===== src/rtl/fios_result_collector.sv =====
// fios_result_collector
// Collects the result words that the last PE of the FIOS Montgomery chain
// emits, least-significant word first. Once a full product has arrived it
// runs a word-serial conditional subtraction of the modulus and presents the
// fully reduced product as one parallel vector under a valid/ready handshake.
//
// Ports:
//   clock_i          system clock, rising edge
//   reset_i          asynchronous active-high reset
//   res_valid_i      res_i qualifier from the chain controller
//   res_i            one result word, LSW first
//   p_i              modulus, held stable from first word until handshake
//   collect_ready_o  high while collecting (status only, chain cannot stall)
//   result_o         reduced product
//   result_valid_o   result_o valid
//   result_ready_i   consumer accepts result_o
//   overflow_o       sticky: a word arrived while not collecting
//
// state    | meaning
// ---------+-----------------------------------------------------------
// COLLECT  | capture words into res_buf, cnt = next word index
// SUBTRACT | one word of res_buf - p per cycle into diff_buf, cnt = word
// OUTPUT   | first cycle selects res/diff into result_o, then wait ready
module fios_result_collector #(
  parameter  int WORD_WIDTH = 17,
  parameter  int NUM_WORDS  = 16,
  localparam int CNT_WIDTH  = $clog2(NUM_WORDS + 1),
  localparam int RES_WIDTH  = NUM_WORDS * WORD_WIDTH
) (
  input  logic                  clock_i,
  input  logic                  reset_i,
  input  logic                  res_valid_i,
  input  logic [WORD_WIDTH-1:0] res_i,
  input  logic [RES_WIDTH-1:0]  p_i,
  output logic                  collect_ready_o,
  output logic [RES_WIDTH-1:0]  result_o,
  output logic                  result_valid_o,
  input  logic                  result_ready_i,
  output logic                  overflow_o
);

  typedef enum logic [1:0] {
    ST_COLLECT  = 2'd0,
    ST_SUBTRACT = 2'd1,
    ST_OUTPUT   = 2'd2
  } state_e;

  localparam logic [CNT_WIDTH-1:0] LAST_IDX = CNT_WIDTH'(NUM_WORDS - 1);

  state_e                 state_q, state_d;
  logic [CNT_WIDTH-1:0]   cnt_q, cnt_d;
  logic                   borrow_q, borrow_d;
  logic [RES_WIDTH-1:0]   res_buf_q, res_buf_d;
  logic [RES_WIDTH-1:0]   diff_buf_q, diff_buf_d;
  logic [RES_WIDTH-1:0]   result_q, result_d;
  logic                   result_valid_q, result_valid_d;
  logic                   overflow_q, overflow_d;

  logic                   last_word;
  logic [WORD_WIDTH-1:0]  res_word;
  logic [WORD_WIDTH-1:0]  p_word;
  logic [WORD_WIDTH:0]    sub_full;

  // State and datapath registers
  always_ff @(posedge clock_i or posedge reset_i) begin
    if (reset_i) begin
      state_q        <= ST_COLLECT;
      cnt_q          <= '0;
      borrow_q       <= 1'b0;
      res_buf_q      <= '0;
      diff_buf_q     <= '0;
      result_q       <= '0;
      result_valid_q <= 1'b0;
      overflow_q     <= 1'b0;
    end else begin
      state_q        <= state_d;
      cnt_q          <= cnt_d;
      borrow_q       <= borrow_d;
      res_buf_q      <= res_buf_d;
      diff_buf_q     <= diff_buf_d;
      result_q       <= result_d;
      result_valid_q <= result_valid_d;
      overflow_q     <= overflow_d;
    end
  end

  assign last_word = (cnt_q == LAST_IDX);

  // Next-state logic
  always_comb begin
    state_d = state_q;
    case (state_q)
      ST_COLLECT:  if (res_valid_i && last_word) state_d = ST_SUBTRACT;
      ST_SUBTRACT: if (last_word) state_d = ST_OUTPUT;
      ST_OUTPUT:   if (result_valid_q && result_ready_i) state_d = ST_COLLECT;
      default:     state_d = ST_COLLECT;
    endcase
  end

  // Datapath next values
  always_comb begin
    cnt_d          = cnt_q;
    borrow_d       = borrow_q;
    res_buf_d      = res_buf_q;
    diff_buf_d     = diff_buf_q;
    result_d       = result_q;
    result_valid_d = result_valid_q;
    // Any word outside COLLECT is dropped and flagged until reset.
    overflow_d     = overflow_q | (res_valid_i && (state_q != ST_COLLECT));

    res_word = res_buf_q[cnt_q * WORD_WIDTH +: WORD_WIDTH];
    p_word   = p_i[cnt_q * WORD_WIDTH +: WORD_WIDTH];
    // One extra bit on top catches the borrow out of this word.
    sub_full = {1'b0, res_word} - {1'b0, p_word} - {{WORD_WIDTH{1'b0}}, borrow_q};

    case (state_q)
      ST_COLLECT: begin
        if (res_valid_i) begin
          res_buf_d[cnt_q * WORD_WIDTH +: WORD_WIDTH] = res_i;
          if (last_word) begin
            cnt_d    = '0;
            borrow_d = 1'b0;
          end else begin
            cnt_d = cnt_q + CNT_WIDTH'(1);
          end
        end
      end
      ST_SUBTRACT: begin
        diff_buf_d[cnt_q * WORD_WIDTH +: WORD_WIDTH] = sub_full[WORD_WIDTH-1:0];
        borrow_d = sub_full[WORD_WIDTH];
        cnt_d    = last_word ? '0 : cnt_q + CNT_WIDTH'(1);
      end
      ST_OUTPUT: begin
        if (!result_valid_q) begin
          // A final borrow means res < p, so the unsubtracted value is reduced.
          result_d       = borrow_q ? res_buf_q : diff_buf_q;
          result_valid_d = 1'b1;
        end else if (result_ready_i) begin
          result_valid_d = 1'b0;
          cnt_d          = '0;
        end
      end
      default: ;
    endcase
  end

  // Outputs
  always_comb begin
    collect_ready_o = (state_q == ST_COLLECT);
  end

  assign result_o       = result_q;
  assign result_valid_o = result_valid_q;
  assign overflow_o     = overflow_q;

endmodule


===== config.mk =====
export PLATFORM = sky130hd
export DESIGN_NAME = fios_result_collector
export DESIGN_NICKNAME = d
export VERILOG_FILES = /design/src/rtl/fios_result_collector.sv
export SDC_FILE = /design/constraint.sdc
export NUM_CORES = 2
export LEC_CHECK = 0
export CORE_MARGIN = 4
export CORE_UTILIZATION = 40
export DETAILED_ROUTE_END_ITERATION = 16
export PLACE_DENSITY = 0.7
export REMOVE_ABC_BUFFERS = 1
export SLEW_MARGIN = 20
export SYNTH_ARGS = -nofsm -noshare
export SYNTH_HDL_FRONTEND = slang
export SYNTH_SLANG_ARGS = --single-unit

===== constraint.sdc =====
create_clock -name clock_i -period 35.1 [get_ports clock_i]
set_clock_uncertainty 0.15 [all_clocks]
set_input_delay 5.265 -clock clock_i [delete_from_list [all_inputs] [get_ports clock_i]]
set_output_delay 5.265 -clock clock_i [all_outputs]
set_load 0.1 [all_outputs]

==> impl_metrics.toml <==
[floorplan]
io_pins = 568
core-area_um2 = 97100
row_count = 114
fp.dieH_um = 322
dieArea_um2 = 104000
start_util = 0.405
die_w_um = 322

[clock_network]
tritoncts = "yes"
cts_inserted_buffers = 88
cts.sinks = 826
cts_root_buf = "clkbuf_16"
cts.repair.resized = 0
htreeDepth = 3
postCtsSetupBuffers = 0
clkTransAtPathRegs_ns = 0.06
clock_latency_ns = 0.65
clockBufferDepth = 3
postCtsHoldBufs = 0

[drt]
drc = 0
drt_wl_total_mm = 150
ant_nets = 0
dr.first_iter.drc_count = 3692
dr.pass1.iters = 6
viasPerCell = 5.81
avgRoutedWirePerCell_um = 27.0
route.vias.total = 32300

[setup_path]
crit_top_cell = "ha_1"
critPathRequiredTime_ns = 35.42
path_cells = "clkdlybuf4s50_1 > mux4_2 > mux2i_1 > o22ai_1 > ha_1 > inv_1 > ha_1 > a21oi_1 > a21oi_2 > nor3_1 > a31oi_2 > nor3_2 > o31ai_1"
startpoint = "p_i[126]"
cp_max_fo = 16
cpPeakStageDelay_ns = 0.98
endpoint_kind = "flip-flop"
startpoint_type = "primary input"
worstReg2RegStart = "cnt_q[0]"
arrival_ns = 9.73
path_class = "in -> reg"
slowest_stage = "nor3_2"

[global_routing]
grt_pass1_vias = 31300
grt_start_max_net_pins = 241
overflow = 0
busiest_layer = "met2"
globalRouteMet2Util = 0.432
antenna_found_initial = 9
grt_usage = 0.283
grt_util_met1 = 0.381
grt_pass1_wl_mm = 215
met3_usage = 0.0856

[finish]
fillers = 8632
multiInputGateArea_um2 = 17400
seq_area_um2 = 20700
syn2layout_area_growth_pct = 24.5
final_cell_mix = "dfrtp_1, nand2_1, clkdlybuf4s50_1, o21ai_0, mux2i_1"
drive_gt1_frac = 0.0990
final_common_cell = "dfrtp_1"
num-nets-final = 4537

[synthesis]
yosysUniqueCellTypes = 74
synthCells = 3781
yosysSeqAreaShare = 0.525
synth_flop_cell = "dfrtp_1"
synth.avg_cell_area_um2 = 10.4
synth-edff-count = 0
synth_area_um2 = 39400
async_flop_share = 1.00
ys_ff_latch = 826
ys_warn_count = 0

[timing]
min_period_over_period = 0.268
max_freq_mhz = 106
min_period_ns = 9.41
rsz0062_at_grt = "no"
setup_viol = 0
slew_headroom = 0.210
fin_tns_setup_ns = 0
maxSlewViolCount = 0
worst_pin_slew_ns = 1.18
hold_viol = 0

[hold_path]
hold_path.class = "reg -> reg"
min_from = "diff_buf_q[175]"

[placement]
portBuffers = 567
place_hpwl_mm = 101
routabilityCongestion = 0.927

[run_status]
status = "finished, final reports clean"

[job]
maxCapViolCount = 0
==> cells in the mapped netlist (13+ instances only) <==
library cell | instances | area, um^2
ha_1 | 34 | 425
nor2b_1 | 13 | 81.3
dfrtp_1 | 826 | 20700
nand3_1 | 30 | 150
mux2i_1 | 318 | 3180
nor2_1 | 302 | 1130
o22ai_1 | 18 | 113
inv_1 | 42 | 158
o21ai_0 | 320 | 1600
o21ai_1 | 34 | 170
nand2b_1 | 27 | 169
nand2_1 | 707 | 2650
and2_1 | 13 | 81.3
mux4_2 | 142 | 3200
a21oi_1 | 297 | 1490
mux2_2 | 20 | 225
buf_1 | 15 | 56.3
clkbuf_1 | 235 | 882
buf_2 | 39 | 195
nor3_1 | 13 | 65.1
o31ai_1 | 188 | 1410
==> cell families after synthesis <==
logic type,Yosys count,synth area share
muxes,480,0.168
adders and majority gates,36,0.0118
and+or+nand+nor,1157,0.119
xor gates and xnor gates,11,0.00264
AOI/OAI and AO/OA,924,0.138
buffers and inverters,347,0.0361
DFF,826,0.525
==> flip-flops by register name, indices dropped and copies added (netlist names) <==
signal          flops
res_buf_q         272
cnt_q               5
result_o          272
borrow_q            1
overflow_o          1
state_q             2
result_valid_o      1
diff_buf_q        272
==> final cells by class <==
| type | instances | share of cell area |
|---|---|---|
| Clock inverter | 28 | 0.00666 |
| Clock buffer | 126 | 0.0523 |
| Tap cell | 1276 | 0.0326 |
| Sequential cell | 826 | 0.422 |
| Inverter | 42 | 0.00337 |
| Timing Repair Buffer | 642 | 0.128 |
| Antenna cell | 3 | 0.000153 |
| Multi-Input combinational cell | 2608 | 0.355 |
==> worst max-delay path, delay by kind of cell <==
kind            cells  cell delay [ns]
buf+inv             2             0.53
mux                 2             0.74
compound gates      5             1.13
fa+ha+maj           2             0.81
simple gates        2             1.25
==> stage by stage <==
stage | utilization | instance area [um^2] | worst slack [ns] | std cells | hold slack [ns]
3_5_place_dp | 0.474 | 46100 | 25.19 | 5393 | 0.315
4_1_cts | 0.504 | 49000 | 25.84 | 5547 | 0.328
6_report | 0.505 | 49000 | 25.69 | 5551 | 0.324
3_3_place_gp | 0.474 | 46100 | 25.28 | 5393 | 0.308
5_1_grt | 0.505 | 49000 | 25.55 | 5548 | 0.342
2_1_floorplan | - | 38100 | 6.48 | 3476 | 0.293
==> metal layers <==
metal	wire length [um]	vias up
met3	16400	353
li1	-	14200
met1	59200	15900
met2	67500	1813
met4	6460	12
met5	86	-
==> path summary, 6_finish.rpt <==
path | endpoint | slack (ns) | cells past startpoint
worst min-delay path | diff_buf_q[175] | 0.32 | 2
worst max register to register | diff_buf_q[251] | 28.45 | 14
worst max-delay path | diff_buf_q[251] | 25.69 | 13
max in group asynchronous | result_o[100] | 26.68 | 5
min in group asynchronous | res_buf_q[74] | 5.05 | 2
worst min register to register | diff_buf_q[175] | 0.32 | 2
Power is not shown: default switching activity piles up to over one toggle a cycle in this logic, so the estimate is an artifact.
